### src/rtl/fp_mult_arbiter.sv
// Round-robin arbiter that shares one combinational single-precision multiplier among NUM_REQ
// requesters. Define FP_MULT_ARB_INREG_EN to add a pipeline stage (state MUL) after the multiplier.
module fp_mult_arbiter #(
    parameter int unsigned NUM_REQ = 4,
    parameter int unsigned ID_W    = 2
) (
    input  logic                   clk,
    input  logic                   rst_n,
    input  logic [NUM_REQ-1:0]     req_valid,
    output logic [NUM_REQ-1:0]     req_ready,
    input  logic [32*NUM_REQ-1:0]  req_a,
    input  logic [32*NUM_REQ-1:0]  req_b,
    output logic                   rsp_valid,
    input  logic                   rsp_ready,
    output logic [ID_W-1:0]        rsp_id,
    output logic [31:0]            rsp_result,
    output logic                   busy
);

    typedef enum logic [1:0] {
        StIdle,
        StCompute,
`ifdef FP_MULT_ARB_INREG_EN
        StMul,
`endif
        StResp
    } state_e;

    state_e            state_q, state_d;
    logic [ID_W-1:0]   ptr_q;
    logic [ID_W-1:0]   grant;
    logic              grant_found;
    logic              accept;
    logic [31:0]       op_a_q, op_b_q;
    logic [ID_W-1:0]   rsp_id_q;
    logic [31:0]       rsp_result_q;
`ifdef FP_MULT_ARB_INREG_EN
    logic [31:0]       mul_q;
`endif

    // IEEE-754 single multiply, round-to-nearest-even, subnormals supported, NaN -> 7fc00000.
    function automatic logic [31:0] fp_mul(input logic [31:0] a, input logic [31:0] b);
        logic        sign;
        logic [7:0]  ea, eb;
        logic [23:0] ma, mb;
        logic [47:0] prod, norm;
        logic        a_nan, b_nan, a_inf, b_inf, a_zero, b_zero;
        logic        sticky, round_up;
        logic [30:0] mag;
        int          msb, exp_r, shamt;
        sign   = a[31] ^ b[31];
        ea     = a[30:23];
        eb     = b[30:23];
        ma     = {|ea, a[22:0]};
        mb     = {|eb, b[22:0]};
        a_nan  = (ea == 8'hff) && (a[22:0] != 23'd0);
        b_nan  = (eb == 8'hff) && (b[22:0] != 23'd0);
        a_inf  = (ea == 8'hff) && (a[22:0] == 23'd0);
        b_inf  = (eb == 8'hff) && (b[22:0] == 23'd0);
        a_zero = (a[30:0] == 31'd0);
        b_zero = (b[30:0] == 31'd0);
        prod   = 48'(ma) * 48'(mb);
        msb    = 0;
        for (int i = 0; i < 48; i++) begin
            if (prod[i]) msb = i;
        end
        norm   = prod << (47 - msb);
        exp_r  = ((ea == 8'd0) ? 1 : int'(ea)) + ((eb == 8'd0) ? 1 : int'(eb)) - 126 - (47 - msb);
        sticky = 1'b0;
        // Underflow: denormalise so the encoded exponent is 0, keeping shifted-out bits as sticky.
        if (exp_r <= 0) begin
            shamt = 1 - exp_r;
            if (shamt >= 48) begin
                sticky = |norm;
                norm   = '0;
            end else begin
                sticky = |(norm & ((48'd1 << shamt) - 48'd1));
                norm   = norm >> shamt;
            end
            exp_r = 0;
        end
        round_up = norm[23] & (sticky | (|norm[22:0]) | norm[24]);
        mag      = {exp_r[7:0], norm[46:24]} + 31'(round_up);
        if (a_nan || b_nan || (a_inf && b_zero) || (b_inf && a_zero)) begin
            fp_mul = 32'h7fc0_0000;
        end else if (a_inf || b_inf) begin
            fp_mul = {sign, 8'hff, 23'd0};
        end else if (a_zero || b_zero) begin
            fp_mul = {sign, 31'd0};
        end else if (exp_r >= 255) begin
            fp_mul = {sign, 8'hff, 23'd0};
        end else begin
            fp_mul = {sign, mag};
        end
    endfunction

    // Search starts just above the last winner and wraps.
    always_comb begin
        grant       = '0;
        grant_found = 1'b0;
        for (int unsigned i = 1; i <= NUM_REQ; i++) begin
            if (!grant_found && req_valid[(32'(ptr_q) + i) % NUM_REQ]) begin
                grant_found = 1'b1;
                grant       = ID_W'((32'(ptr_q) + i) % NUM_REQ);
            end
        end
    end

    assign accept = (state_q == StIdle) && grant_found;

    always_ff @(posedge clk or negedge rst_n) begin
        if (!rst_n) begin
            state_q <= StIdle;
        end else begin
            state_q <= state_d;
        end
    end

    always_comb begin
        state_d = state_q;
        unique case (state_q)
            StIdle:    if (accept) state_d = StCompute;
`ifdef FP_MULT_ARB_INREG_EN
            StCompute: state_d = StMul;
            StMul:     state_d = StResp;
`else
            StCompute: state_d = StResp;
`endif
            StResp:    if (rsp_ready) state_d = StIdle;
            default:   state_d = StIdle;
        endcase
    end

    always_comb begin
        req_ready = '0;
        if (accept) req_ready[grant] = 1'b1;
        rsp_valid  = (state_q == StResp);
        busy       = (state_q != StIdle);
        rsp_id     = rsp_id_q;
        rsp_result = rsp_result_q;
    end

    always_ff @(posedge clk or negedge rst_n) begin
        if (!rst_n) begin
            ptr_q        <= ID_W'(NUM_REQ - 1);
            op_a_q       <= '0;
            op_b_q       <= '0;
            rsp_id_q     <= '0;
            rsp_result_q <= '0;
`ifdef FP_MULT_ARB_INREG_EN
            mul_q        <= '0;
`endif
        end else begin
            if (accept) begin
                op_a_q   <= req_a[32*grant +: 32];
                op_b_q   <= req_b[32*grant +: 32];
                rsp_id_q <= grant;
                ptr_q    <= grant;
            end
`ifdef FP_MULT_ARB_INREG_EN
            if (state_q == StCompute) mul_q        <= fp_mul(op_a_q, op_b_q);
            if (state_q == StMul)     rsp_result_q <= mul_q;
`else
            if (state_q == StCompute) rsp_result_q <= fp_mul(op_a_q, op_b_q);
`endif
        end
    end

endmodule

### config.mk
export PLATFORM = sky130hd
export DESIGN_NAME = fp_mult_arbiter
export DESIGN_NICKNAME = d
export VERILOG_FILES = /design/src/rtl/fp_mult_arbiter.sv
export SDC_FILE = /design/constraint.sdc
export NUM_CORES = 2
export LEC_CHECK = 0
export BUFFER_PORTS_ARGS = -buffer_cell sky130_fd_sc_hd__buf_4
export CAP_MARGIN = 20
export CORE_ASPECT_RATIO = 1.1
export CORE_UTILIZATION = 30
export DETAILED_ROUTE_END_ITERATION = 10
export MAX_ROUTING_LAYER = met4
export PLACE_DENSITY_LB_ADDON = 0.25
export SYNTH_ARGS = -nofsm -noshare
export SYNTH_HDL_FRONTEND = slang
export SYNTH_SLANG_ARGS = --single-unit
### constraint.sdc
create_clock -name clk -period 43.7 [get_ports clk]
set_input_delay 2.185 -clock clk [delete_from_list [all_inputs] [get_ports clk]]
set_output_delay 2.185 -clock clk [all_outputs]
set_load 0.1 [all_outputs]
======== Word level (Yosys, flattened, before mapping) ========
Cells that the tools add are included.
word-level totals
  logic and storage cells ................. 162
  flip-flop bits (word level) ............. 102
  input port bits ......................... 263
  output and inout bits ................... 40
cells by class
  equality and inequality tests ........... 6
  $add $sub $neg .......................... 11
  bitwise operators ....................... 5
  reduce and logical (&&, ||, !) cells .... 35
  order comparisons ....................... 9
  shift-type cells ........................ 5
  multipliers ............................. 1
  muxes and demuxes ....................... 84
operator list
  kind                     number
  $mux W32                 50
  $shiftx A128 B8 Y32      2
  $mux W47                 3
  $reduce_or A48 Y1        2
  $mux W31                 3
  $logic_not A31 Y1        2
  $and A48 B48 Y48         1
  $mul A24 B24 Y48         1
  $shl A1 B32 Y48 const A  1
  $shl A48 B32 Y48         1
  $shr A48 B32 Y47         1
  $sub A48 B1 Y48 const B  1
  $logic_not A23 Y1        2
  $reduce_bool A23 Y1      2
  $ge A32 B7 Y1 const B    1
  $ge A32 B9 Y1 const B    1
  $le A32 B1 Y1 const B    1
  $sub A10 B32 Y32         1
  $sub A2 B32 Y32 const A  1
  $sub A7 B32 Y32 const A  1
  $add A31 B1 Y31          1
  $reduce_or A23 Y1        1
  $eq A8 B8 Y1 const B     2
  $logic_not A8 Y1         2
  other kinds (27)         72

======== Depth between registers and ports, before layout ========
  word-level depth ........................ 68
  depth in mapped cells ................... 74
  gate-level depth less buffers ........... 62

======== Worst setup path after synthesis ========
Ideal clock, no wire load.
  kind .................................... reg-to-reg
  start ................................... register op_b_q[3]
  end ..................................... register rsp_result_q[28] (netlist: rsp_result[28])
  slack ................................... 26.669 ns
  stages on the path, launching flop included .. 66
  arrival ................................. 16.902 ns
  library setup time ...................... 0.129 ns
  clock period less this slack ............ 17.031 ns
  data required time ...................... 43.571 ns
  buffers on the path ..................... 14
  path through ............................ dfrtp_1 > clkbuf_1 > clkbuf_1 > nand2_1 > fa_1 > inv_1 > fa_1 > inv_1 > fa_1 > inv_1 > fa_1 > inv_1 > fa_1 > inv_1 > fa_1 > inv_1 > fa_1 > inv_1 > (+30 left out) > clkbuf_1 > or3_1 > nor3_1 > xor2_1 > nor4_2 > nand2_1 > clkbuf_1 > o32ai_1 > mux2i_1 > o221ai_2 > o21ai_1 > or4b_1 > buf_2 > or4_4 > buf_6 > nor4_2 > mux2i_1 > o21ai_1
on the way
  word-level cells in the longest chain between the ends .. 65
  elaborated cells between the ends (all ways) .. 89
  classes of those cells .................. 5 x add/sub; 1 x mul; 3 x order compare; 3 x shift; 58 x mux; 4 x bitwise; 15 x reduce/logical
ends and longest elaborated chain
  element                    line    text
  from (decl)                34      logic [31:0] op_a_q, op_b_q;
  from (signal assigned)     156     op_b_q <= req_b[32*grant +: 32];
  $mul A24 B24 Y48           62      prod = 48'(ma) * 48'(mb);
  $mux W32 (45 in a row)     65      if (prod[i]) msb = i;
  $mux W32                   164     if (state_q == StCompute) rsp_result_q <= fp_mul(op_a_q, op_b_q);
  $sub A7 B32 Y32            67, 68
  $sub A10 B32 Y32           68      exp_r = ((ea == 8'd0) ? 1 : int'(ea)) + ((eb == 8'd0) ? 1 : int'(eb)) - 126 - (47 - msb);
  $sub A2 B32 Y32            72      shamt = 1 - exp_r;
  $shl A1 B32 Y48            77      sticky = |(norm & ((48'd1 << shamt) - 48'd1));
  $sub A48 B1 Y48            77
  (+4 left out)              -
  $mux W1                    164
  $or A1 B1 Y1 (2 in a row)  82      round_up = norm[23] & (sticky | (|norm[22:0]) | norm[24]);
  $and A1 B1 Y1              82
  $add A31 B1 Y31            83      mag = {exp_r[7:0], norm[46:24]} + 31'(round_up);
  $mux W31                   90      end else if (exp_r >= 255) begin
  $mux W31                   88      end else if (a_zero || b_zero) begin
  $mux W31                   86      end else if (a_inf || b_inf) begin
  $mux W32 *                 84      if (a_nan || b_nan || (a_inf && b_zero) || (b_inf && a_zero)) begin
  to (signal assigned)       164
  to (decl)                  36      logic [31:0] rsp_result_q;
Mark *: on every way between the ends. The rest lies on a longest branch, timed or not. The select of a mux whose other input is x is not followed.
A chain may end at the register's enable or synchronous reset.

======== Worst setup path after layout ========
  start ................................... register op_a_q[29]
  end ..................................... register rsp_result_q[22] (netlist: rsp_result[22])
on the way
  word-level cells in the longest chain between the ends .. 46
  elaborated cells between the ends (all ways) .. 73
  classes of those cells .................. 7 x add/sub; 1 x mul; 3 x order compare; 1 x eq/ne; 3 x shift; 39 x mux; 4 x bitwise; 15 x reduce/logical
ends and longest elaborated chain
  element                    line    text
  from (decl)                34
  from (signal assigned)     155     op_a_q <= req_a[32*grant +: 32];
  $reduce_or A8 Y1           54      ma = {|ea, a[22:0]};
  $mul A24 B24 Y48           62
  $mux W32 (25 in a row)     65
  $mux W32                   164
  $sub A7 B32 Y32            67, 68
  $sub A10 B32 Y32           68
  $sub A2 B32 Y32            72
  $shl A1 B32 Y48            77
  (+5 left out)              -
  $mux W1                    164
  $or A1 B1 Y1 (2 in a row)  82
  $and A1 B1 Y1              82
  $add A31 B1 Y31            83
  $mux W31                   90
  $mux W31                   88
  $mux W31                   86
  $mux W32 *                 84
Marked as above.

==> results.json <==
{
  "finalCritPeriodShare_pct": 46.34,
  "design_area_mm2": 0.04265,
  "htreeDepth": 3,
  "synth_top_cell_by_area": "fa_1",
  "postSynthAreaPerCell_um2": 7.447,
  "drt_iter0_drc": 4560,
  "fin_skew_ps": 42.17,
  "place_area_mm2": 0.04230,
  "start_util_pct": 30.30,
  "synth_most_common_cell": "nand2_1",
  "timing.rr.start": "op_a_q[29]",
  "cts.sink_count": 102,
  "fillers": 13714,
  "synth_top_cell_area_share_pct": 25.54,
  "finalHoldViolCount": 0,
  "wl_per_cell_um": 24.08,
  "clk_path_buf_depth": 2,
  "port_buffers": 302,
  "clk_pin_slew_ps": 80,
  "routed_wl_um": 166900,
  "hold_class": "register to register",
  "dp.cells": 6910,
  "yosysWarnings": 0,
  "cts_hold_buf": 0,
  "crit_family": "simple AND/OR/NAND/NOR gates",
  "cts_resized": 0,
  "cts_made_buffers": 9,
  "drv_cap": 0,
  "endpoint_kind": "register",
  "synth_nets": 6127,
  "synth_common_cells": "nand2_1 (940), inv_1 (597), fa_1 (491)",
  "crit_required_ps": 44030,
  "drc": 0,
  "hp-start": "op_b_q[10]",
  "min_period_ps": 20250,
  "cp_data_arrival_time_ps": 20580,
  "rsz0062_at_grt": "false",
  "tns_ps": 0,
  "cts-root-buf": "clkbuf_16",
  "ys_ff_latch": 102,
  "worstSkewPairLatency_ps": 420,
  "hold_depth": 2,
  "postSynth.asyncResetShare_pct": 100.0,
  "cts_setup_buffers": 0,
  "viasPerCell": 5.761,
  "synthToLayoutAreaGrowth_pct": 10.81,
  "outcome": "completed",
  "reg2reg_depth": 55,
  "ant_nets": 0,
  "cp_max_fo": 49,
  "synthTopCellsByArea": "fa_1 (26%), nand2_1 (9.2%), ha_1 (6.6%), dfrtp_1 (6.5%), inv_1 (5.8%)",
  "drive_above_1_share_pct": 11.01,
  "die_x_um": 343.5,
  "gp_congestion": 0.9994,
  "final_nets": 6214,
  "yosysUniqueCellTypes": 132,
  "max_slew_margin_pct": 16.18,
  "rows": 137,
  "postSynthCellCount": 5169,
  "ys.flop_type": "dfrtp_1",
  "cpPeakStageDelay_ps": 910,
  "dieArea_mm2": 0.1297,
  "synth-edff-count": 0,
  "worst_pin_slew_ps": 1257,
  "path_class": "register to register",
  "ys_seq_area_share_pct": 6.638,
  "holdWs_ps": 485.5,
  "grt_pass1_vias": 40317,
  "setup_violations": 0,
  "io_pins": 303,
  "r2r-end": "rsp_result[22]",
  "final_cells": 6930,
  "track_usage_pct": 26.43,
  "via_count": 39922,
  "grt_pass1_wl_um": 256300,
  "min_to": "op_b_q[10]",
  "dp_hpwl_um": 133100,
  "die_h_um": 377.7,
  "core-area_mm2": 0.1270,
  "startpoint_type": "register",
  "grt_max_degree": 113,
  "drt_first_pass_iters": 8,
  "cp-startpoint": "op_a_q[29]",
  "netlist_area_mm2": 0.03849,
  "maxSlewViolCount": 0,
  "cts_tree": "built",
  "cpMostUsedCell": "fa_1",
  "rrSetupSlack_ps": 23450,
  "cp_slowest_cell": "a2111oi_0",
  "max_freq_ghz": 0.04938,
  "grt-ovfl-total": 0,
  "cp_num_buf_inv": 6,
  "antenna_found_initial": 2
}
registers in the layout (all words and copies together), names as in the netlist:
name and cells:
op_a_q 32, op_b_q 32, rsp_result 32, ptr_q 2, rsp_id 2, state_q 2
placed cells by master, fill, tap and decap left out, types with 77 or more instances in the layout:
| master | instances |
|---|---|
| o21ai_0 | 297 |
| o211ai_1 | 77 |
| ha_1 | 203 |
| inv_1 | 597 |
| nor3_1 | 102 |
| a21oi_1 | 191 |
| dfrtp_1 | 100 |
| nor2_1 | 233 |
| nand3_1 | 189 |
| buf_4 | 418 |
| fa_1 | 490 |
| nand2_1 | 940 |
| and2_1 | 304 |
layout make-up:
| class | instances | area [um2] | area share (%) |
|---|---|---|---|
| Clock inverter | 7 | 73.82 | 0.1731 |
| Inverter | 603 | 2268 | 5.318 |
| Sequential cell | 102 | 2555 | 5.990 |
| Tap cell | 1668 | 2087 | 4.893 |
| Multi-Input combinational cell | 4119 | 32250 | 75.62 |
| Timing Repair Buffer | 421 | 3186 | 7.469 |
| Clock buffer | 9 | 225.2 | 0.5280 |
| Antenna cell | 1 | 2.502 | 0.005867 |
cells by family after synthesis:
logic type	Yosys count	synth area share, %
AOI/OAI and AO/OA	1201	21.67
xor gates and xnor gates	97	2.227
adders and majority gates	696	32.19
buffers and inverters	948	9.748
DFF	102	6.638
muxes	49	1.616
and+or+nand+nor	2076	25.91
metal layers:
layer  up-vias  track usage (%)  routed length [um]
li1      17845                -                   -
met1     19801            34.07               70100
met2      1861            42.65               78300
met3       415            2.909               11510
met4         0            9.367                6961
met5         -                -                   0
tightest hold or removal path: cells and delay by family, from the launching register on:
| family | cells | cell delay (ps) |
|---|---|---|
| simple gates | 1 | 50 |
| flops | 1 | 340 |
| compound gates | 1 | 60 |
how the worst max path moves through the flow:
stage          slack, ps        endpoint  depth (start not counted)
2_1_floorplan      26670  rsp_result[28]                         65
3_3_place_gp       24150  rsp_result[22]                         55
3_5_place_dp       23850  rsp_result[22]                         55
4_1_cts            23760  rsp_result[22]                         55
5_1_grt            22770  rsp_result[22]                         55
6_report           23450  rsp_result[22]                         55
per-stage QoR:
step / util [%] / worst slack (ps)
floorplan: - / 26670
global placement: 33.30 / 24150
detailed placement: 33.30 / 23850
CTS: 33.54 / 23760
global route: 33.58 / 22770
finish: 33.58 / 23450
Power is not shown: default switching activity piles up to over one toggle a cycle in this logic, so the estimate is an artifact.
